--- src/rtl/io_bridge.sv ---
// CPU-to-UART I/O bridge: TX byte FIFO, RX read port, cycle counter and a stop sequence FSM.
// Optional macro IO_BRIDGE_CYCLE_SNAPSHOT_EN adds a coherent 32-bit counter snapshot for byte reads.
module io_bridge #(
  parameter int FIFO_WIDTH  = 3,
  parameter int FULL_MARGIN = 2
) (
  input  logic        clk_in,
  input  logic        rst_in,
  input  logic        rdy_in,
  input  logic [31:0] mem_a,
  input  logic        mem_wr,
  input  logic [7:0]  mem_dout,
  output logic        io_sel,
  output logic [7:0]  io_din,
  output logic        io_buffer_full,
  output logic [7:0]  tx_data,
  output logic        tx_valid,
  input  logic        tx_ready,
  input  logic [7:0]  rx_data,
  input  logic        rx_valid,
  output logic        rx_pop,
  output logic        program_done,
  output logic [1:0]  dbg_state
);

  // tx_valid/tx_ready: a byte transfers on every rising edge where both are high;
  // tx_data is stable whenever tx_valid is high and only advances after a transfer.

  localparam int DEPTH = 1 << FIFO_WIDTH;
  localparam logic [FIFO_WIDTH:0]   DEPTH_C  = (FIFO_WIDTH+1)'(DEPTH);
  localparam logic [FIFO_WIDTH:0]   FULL_LVL = (FIFO_WIDTH+1)'(DEPTH - FULL_MARGIN);
  localparam logic [FIFO_WIDTH:0]   CNT_ONE  = (FIFO_WIDTH+1)'(1);
  localparam logic [FIFO_WIDTH-1:0] PTR_ONE  = FIFO_WIDTH'(1);

  localparam logic [1:0] ST_RUN   = 2'd0;
  localparam logic [1:0] ST_DRAIN = 2'd1;
  localparam logic [1:0] ST_TERM  = 2'd2;
  localparam logic [1:0] ST_DONE  = 2'd3;

  logic [7:0]            fifo_mem [DEPTH];
  logic [FIFO_WIDTH-1:0] wr_ptr_q, wr_ptr_d;
  logic [FIFO_WIDTH-1:0] rd_ptr_q, rd_ptr_d;
  logic [FIFO_WIDTH:0]   count_q, count_d;
  logic                  full_q, full_d;
  logic [1:0]            state_q, state_d;
  logic                  done_q, done_d;
  logic [31:0]           cnt_q, cnt_d;
  logic [7:0]            io_din_q, io_din_d;
  logic                  rx_pop_q, rx_pop_d;

  logic        acc, wr_acc, rd_acc;
  logic [15:0] lo_addr;
  logic        hit_data, hit_cnt, hit_stop;
  logic        fifo_empty, fifo_full;
  logic        push, pop;
  logic [31:0] cnt_view;
  logic [7:0]  rd_byte;
  logic        unused_addr_bits;

  assign unused_addr_bits = ^mem_a[31:18];

  // Address decode: only mem_a[17:0] matter; the window is 0x3xxxx.
  assign io_sel   = (mem_a[17:16] == 2'b11);
  assign acc      = rdy_in & io_sel;
  assign wr_acc   = acc & mem_wr;
  assign rd_acc   = acc & ~mem_wr;
  assign lo_addr  = mem_a[15:0];
  assign hit_data = (lo_addr == 16'h0000);
  assign hit_cnt  = (lo_addr[15:2] == 14'h0001);
  assign hit_stop = (lo_addr == 16'h0004);

  assign fifo_empty = (count_q == '0);
  assign fifo_full  = (count_q == DEPTH_C);

  // Zero bytes are reserved as the terminator, so they never enter the FIFO.
  assign push = wr_acc & hit_data & (mem_dout != 8'h00) & (state_q == ST_RUN) & ~fifo_full;
  assign pop  = ~fifo_empty & tx_ready;

  always_comb begin
    wr_ptr_d = wr_ptr_q;
    rd_ptr_d = rd_ptr_q;
    count_d  = count_q;
    if (push) wr_ptr_d = wr_ptr_q + PTR_ONE;
    if (pop)  rd_ptr_d = rd_ptr_q + PTR_ONE;
    case ({push, pop})
      2'b10:   count_d = count_q + CNT_ONE;
      2'b01:   count_d = count_q - CNT_ONE;
      default: count_d = count_q;
    endcase
    full_d = (count_d >= FULL_LVL);
  end

  always_ff @(posedge clk_in) begin
    if (push) fifo_mem[wr_ptr_q] <= mem_dout;
  end

  always_comb begin
    state_d = state_q;
    case (state_q)
      ST_RUN:   if (wr_acc && hit_stop) state_d = ST_DRAIN;
      ST_DRAIN: if (fifo_empty) state_d = ST_TERM;
      ST_TERM:  if (tx_ready) state_d = ST_DONE;
      ST_DONE:  state_d = ST_DONE;
      default:  state_d = ST_RUN;
    endcase
    done_d = done_q | (state_d == ST_DONE);
  end

  assign cnt_d = cnt_q + 32'd1;

`ifdef IO_BRIDGE_CYCLE_SNAPSHOT_EN
  logic [31:0] snap_q, snap_d;

  // Byte 0 read captures the whole counter so bytes 1..3 stay coherent with it.
  assign snap_d   = (rd_acc && hit_cnt && (lo_addr[1:0] == 2'd0)) ? cnt_q : snap_q;
  assign cnt_view = (lo_addr[1:0] == 2'd0) ? cnt_q : snap_q;

  always_ff @(posedge clk_in or negedge rst_in) begin
    if (!rst_in) snap_q <= '0;
    else         snap_q <= snap_d;
  end
`else
  assign cnt_view = cnt_q;
`endif

  always_comb begin
    rd_byte = 8'h00;
    if (hit_data) begin
      rd_byte = rx_valid ? rx_data : 8'h00;
    end else if (hit_cnt) begin
      case (lo_addr[1:0])
        2'd0:    rd_byte = cnt_view[7:0];
        2'd1:    rd_byte = cnt_view[15:8];
        2'd2:    rd_byte = cnt_view[23:16];
        default: rd_byte = cnt_view[31:24];
      endcase
    end
    io_din_d = rd_acc ? rd_byte : io_din_q;
    rx_pop_d = rd_acc & hit_data & rx_valid;
  end

  always_ff @(posedge clk_in or negedge rst_in) begin
    if (!rst_in) begin
      wr_ptr_q <= '0;
      rd_ptr_q <= '0;
      count_q  <= '0;
      full_q   <= 1'b0;
      state_q  <= ST_RUN;
      done_q   <= 1'b0;
      cnt_q    <= '0;
      io_din_q <= 8'h00;
      rx_pop_q <= 1'b0;
    end else begin
      wr_ptr_q <= wr_ptr_d;
      rd_ptr_q <= rd_ptr_d;
      count_q  <= count_d;
      full_q   <= full_d;
      state_q  <= state_d;
      done_q   <= done_d;
      cnt_q    <= cnt_d;
      io_din_q <= io_din_d;
      rx_pop_q <= rx_pop_d;
    end
  end

  // The terminator is sent from TERM; the FIFO is necessarily empty by then.
  assign tx_valid       = ~fifo_empty | (state_q == ST_TERM);
  assign tx_data        = (state_q == ST_TERM) ? 8'h00 : fifo_mem[rd_ptr_q];
  assign io_din         = io_din_q;
  assign io_buffer_full = full_q;
  assign rx_pop         = rx_pop_q;
  assign program_done   = done_q;
  assign dbg_state      = state_q;

endmodule
--- config.mk ---
export PLATFORM = sky130hd
export DESIGN_NAME = io_bridge
export DESIGN_NICKNAME = d
export VERILOG_FILES = /design/src/rtl/io_bridge.sv
export SDC_FILE = /design/constraint.sdc
export NUM_CORES = 1
export LEC_CHECK = 0
export ABC_CLOCK_PERIOD_IN_PS = 2500
export BUFFER_PORTS_ARGS = -buffer_cell sky130_fd_sc_hd__buf_2
export CORE_ASPECT_RATIO = 1.2
export CORE_MARGIN = 3
export CORE_UTILIZATION = 52
export CTS_CLUSTER_SIZE = 25
export DETAILED_ROUTE_END_ITERATION = 7
export PLACE_DENSITY = 0.76
export SLEW_MARGIN = 0
export SYNTH_ARGS = -nofsm -noshare
export SYNTH_HDL_FRONTEND = slang
export SYNTH_SLANG_ARGS = --single-unit
export TNS_END_PERCENT = 10
--- constraint.sdc ---
create_clock -name clk_in -period 2.5 [get_ports clk_in]
set_clock_uncertainty 0.05 [all_clocks]
set_input_delay 0.25 -clock clk_in [delete_from_list [all_inputs] [get_ports clk_in]]
set_output_delay 0.25 -clock clk_in [all_outputs]
set_load 0.05 [all_outputs]
==> impl.org <==
** Clock network
- The clock tree synthesis step divided the H-tree into 4 levels.
- Buffer levels on the longest clock path :: 2
- Clk_lat worst skew :: 0.41 ns
- Clock buffer count from CTS :: 17
- The number of setup buffers added after CTS is 0.
- Sink Count :: 119
- Clock transition at the registers of the reported paths :: 0.05 ns
- In this run the clock root is driven by a sky130_fd_sc_hd__clkbuf_16.
- TritonCTS built the clock tree.

** Detailed routing
- Met2 routed wirelength :: 6.28 mm
- Met1 WL :: 4.47 mm
- Signal routing reaches up to met4.
- DRC violation count after routing :: 0
- Total wire length after detailed routing :: 11.6 mm
- The first detailed-routing pass ran for 4 iterations.
- In this run, the number of DRC markers left after iteration 0 of detailed routing was 238.
- The routed design uses 570 um of met3 wire.
- DR vias :: 3551
- Count of nets left with antenna violations after detail routing :: 0
- After detailed routing, the number of vias per cell comes to 5.69.
- Average wire length per cell after detail routing :: 18.6 um

** GRT
- For this run the aggregate overflow at the end of global routing stands at 0.
- For this run, the total global-route usage over all layers was measured as 21.2%.
- Vias in the first global route :: 3736
- Entering global routing, the biggest net connects 29 pins.
- The number of antenna violations at the first check in global routing was 0.
- The first global-routing pass estimated 19.0 mm of wire.

** Placed design
- In this run, placement finished with an instance count of 590.
- The placed instances occupy a cell area of 6200 um2.
- Place WS :: -0.146 ns
- The count of buffers added on input and output ports is 62.
- Routability-driven placement finished with a final weighted congestion of 0.802.
- Detailed placer's ending HPWL :: 7.86 mm

** Setup path
- Cell at the slowest stage of the critical path :: sky130_fd_sc_hd__mux4_2
- WP buf/inv :: 2
- Setup crit start kind :: flop
- The worst setup path is captured at an output port.
- Critical path class :: flop to output port
- Origin of the worst setup path :: rd_ptr_q[0]$_DFFE_PN0P_
- For this run, the slowest stage of the critical path takes 0.56 ns.
- For the worst setup path, the data arrival time is 2.06 ns.
- Setup slack on the worst flop-to-flop path :: 0.15 ns
- Among cell families on the critical path, the largest total delay comes from multiplexers.
- In this run the critical register-to-register path is launched from count_q[3]$_DFF_PN0_.
- Required time of the critical path :: 2.20 ns
- End of the critical path :: tx_data[7]
- The critical path crosses 5 cells after its start point.
- The worst register-to-register path ends at io_buffer_full$_DFF_PN0_.
- Maximum net fanout on the critical path :: 18
- Counting cells, the worst reg-to-reg path comes to 10.
- The critical path goes through buf_4 -> mux4_2 -> mux2i_1 -> nor2_1 -> buf_2.

** Floorplanning
- For this configuration, the core starts out at a cell density of 54.0%.
- The floorplan step set the die width to 99.5 um.
- The initialized floorplan defines 40 standard-cell rows.
- I/O pins :: 77
- Chip Height :: 118 um
- Die outline area :: 11800 um2
- After floorplanning, the core was sized to cover 10100 um2.

** Yosys
- The Yosys step of the flow raised 0 warnings.
- Cell count after synthesis :: 375
- Counting distinct cell types in the post-synthesis netlist gives 49.
- The cell area that synthesis handed to floorplanning was 5460 um2.
- In this run, synthesis inferred 64 flip-flops with an integrated enable.
- After synthesis, flip-flops and latches occupy 60.5% of the total area.
- Averaged over all synthesized cells, the footprint is 14.5 um2.
- Summed over its instances, the top area cell type makes up 35.2% of the synthesized netlist area.
- Dominant synthesized flop cell :: sky130_fd_sc_hd__edfxtp_1
- Of all flip-flops after synthesis, the portion carrying an async set or reset was 46.2%.
- Number of register bits inferred by synthesis :: 119
- The number of nets handed over by synthesis was 435.
- The largest total area in the synthesized netlist belongs to sky130_fd_sc_hd__edfxtp_1.
- Leading cell types by total area after synthesis :: sky130_fd_sc_hd__edfxtp_1 35%, sky130_fd_sc_hd__dfrtp_1 25%, sky130_fd_sc_hd__mux4_2 9.5%, sky130_fd_sc_hd__xnor2_1 4.5%, sky130_fd_sc_hd__nor4_4 1.9%

** Finish
- Final standard cell area without fillers :: 6860 um2
- Diode insertion count for antenna repair :: 0
- The finished layout holds 624 standard cells, fillers aside.
- Area delta synth->final :: 25.7%
- In the final layout, flip-flops and latches occupy 3300 um2.
- Nets@finish :: 545
- At the end of the flow the core is filled with cells to 67.8%.
- Layout filler cell count :: 716
- Cells with a size suffix above 1 make up 38.0% of the layout.
- Multi-input logic area :: 2090 um2

** STA
- Of the available clock period, the critical path in the final layout requires 94.4%.
- Once routing completed, OpenROAD measured the worst setup slack at 0.140 ns.
- Fmax achieved :: 0.424 GHz
- At the pin with the least slew margin, the transition time is 0.626 ns.
- Setup repair after global routing could not meet its margin everywhere.
- Setup violations remaining at the end of the flow were counted as 0.
- The final count of pins violating max slew is 0.
- Max_slew headroom :: 58.0%
- Final hold vios :: 0
- Final critical path time including I/O delays and setup :: 2.36 ns

** Pwr
- Overall power consumption after layout is estimated at 6.70 mW.
- IR analysis of the VDD net gives a maximum drop of 572 uV.
- Summed over all cells, the static leakage comes to 2.78 nW.
- In this run the power density over the cells is 977 nW/um2.

** Min path
- Along the worst hold path, the cell count comes to 1.
- In this run the most critical hold path is launched from mem_dout[2].
- Hold Path Class :: input pin to flop

** Flow run
- The tool flagged a number of max-cap violations equal to 0.

** Outcome
- The flow ran to the end, and the final reports show no timing, DRC or antenna violations.
## report_power, final
part	switching [mW]	total (mW)	leakage [nW]	internal (mW)
clock network	0.839	2.45	0.296	1.61
logic	1.15	1.91	1.20	0.753
registers	0.150	2.34	1.28	2.19
## how the worst min path moves through the flow
stage | end | slack, ns
floorplan | cnt_q[0]$_DFF_PN0_ | -0.1
global placement | cnt_q[21]$_DFF_PN0_ | 0.25
detailed placement | cnt_q[21]$_DFF_PN0_ | 0.25
CTS | fifo_mem[6][6]$_DFFE_PP_ | 0.002
global route | fifo_mem[6][2]$_DFFE_PP_ | 0.04
finish | fifo_mem[6][2]$_DFFE_PP_ | 0.05
## synth_stat cells (2+ instances only)
master / n
sky130_fd_sc_hd__nand4_1: 9
sky130_fd_sc_hd__a21oi_1: 10
sky130_fd_sc_hd__buf_6: 2
sky130_fd_sc_hd__nand3b_1: 2
sky130_fd_sc_hd__clkbuf_2: 2
sky130_fd_sc_hd__clkbuf_1: 4
sky130_fd_sc_hd__xnor2_1: 28
sky130_fd_sc_hd__buf_2: 2
sky130_fd_sc_hd__mux2i_1: 8
sky130_fd_sc_hd__and3_1: 5
sky130_fd_sc_hd__nor4b_2: 2
sky130_fd_sc_hd__xor2_1: 10
sky130_fd_sc_hd__nor4_1: 8
sky130_fd_sc_hd__nor2b_1: 4
sky130_fd_sc_hd__o22a_1: 8
sky130_fd_sc_hd__nand2b_1: 5
sky130_fd_sc_hd__buf_1: 4
sky130_fd_sc_hd__nand3_1: 17
sky130_fd_sc_hd__nand2_1: 22
sky130_fd_sc_hd__and4_2: 2
sky130_fd_sc_hd__nor2_1: 24
sky130_fd_sc_hd__mux2_2: 3
sky130_fd_sc_hd__dfrtp_1: 55
sky130_fd_sc_hd__nor4_4: 5
sky130_fd_sc_hd__inv_1: 13
sky130_fd_sc_hd__buf_4: 2
sky130_fd_sc_hd__ha_1: 6
sky130_fd_sc_hd__nor3_1: 6
sky130_fd_sc_hd__and4_1: 2
sky130_fd_sc_hd__edfxtp_1: 64
sky130_fd_sc_hd__mux4_2: 23
## metrics by stage
step	TNS [ns]	hold slack, ns
CTS	0	0.00197
detailed placement	-0.261	0.254
global placement	-0.168	0.252
global route	0	0.0381
floorplan	0	-0.0956
finish	0	0.0500
## cells in the final DEF (no fill, tap or decap), drive strengths merged, types with 4 or more instances in the layout
cell / n
a21oi: 10
and3: 5
and4: 4
buf: 105
clkbuf: 20
clkinv: 7
dfrtp: 55
edfxtp: 64
ha: 6
inv: 13
mux2i: 8
mux4: 24
nand2: 22
nand2b: 5
nand3: 18
nand4: 11
nor2: 24
nor2b: 4
nor3: 6
nor4: 14
o22a: 8
xnor2: 28
xor2: 10
## sequential cells by signal, summed over array words and instances, names as in the netlist
| signal | flops |
|---|---|
| cnt_q | 32 |
| wr_ptr_q | 3 |
| program_done | 1 |
| io_buffer_full | 1 |
| dbg_state | 2 |
| io_din | 8 |
| count_q | 4 |
| rd_ptr_q | 3 |
| fifo_mem | 64 |
| rx_pop | 1 |
## metal layers
metal  vias up  GRT usage [%]
met3        22           4.96
li1       1640              -
met2       114           37.1
met5         -              0
met4         0           8.45
met1      1775           24.9
## worst reg2reg max path: stages (launching register included)
cell,delay (ns)
sky130_fd_sc_hd__dfrtp_1,0.39
sky130_fd_sc_hd__buf_4,0.16
sky130_fd_sc_hd__nor4_4,0.29
sky130_fd_sc_hd__nor2b_2,0.11
sky130_fd_sc_hd__ha_4,0.17
sky130_fd_sc_hd__xor2_1,0.15
sky130_fd_sc_hd__ha_2,0.20
sky130_fd_sc_hd__a21oi_2,0.04
sky130_fd_sc_hd__xor2_1,0.17
sky130_fd_sc_hd__or4b_4,0.48
sky130_fd_sc_hd__nand4b_1,0.09
## kinds of logic (layout without fill, tap and decap cells)
group	Yosys count	count (layout)	synth area share, %
adders and majority gates	6	6	1.38
buffers and inverters	29	152	2.50
DFF	119	119	60.5
xor gates and xnor gates	38	38	6.10
AOI/OAI and AO/OA	25	25	3.19
and+or+nand+nor	123	123	14.3
muxes	35	35	12.1
## layout make-up
type | instances | share of cell area, %
multi-input combinational | 227 | 30.4
clock inverter | 12 | 2.21
clock buffer | 20 | 6.66
timing repair buffer | 107 | 9.53
tap | 126 | 2.30
sequential | 119 | 48.2
inverter | 13 | 0.712
## repair_timing
| action | in CTS | in global routing |
|---|---|---|
| endpoints found under the setup margin | 0 | 6 |
| hold buffers | 1 | 1 |
| gates resized for setup | 0 | 7 |
| endpoints found under the hold margin | 26 | 1 |
Note: power is estimated with default switching activity, not from simulation.
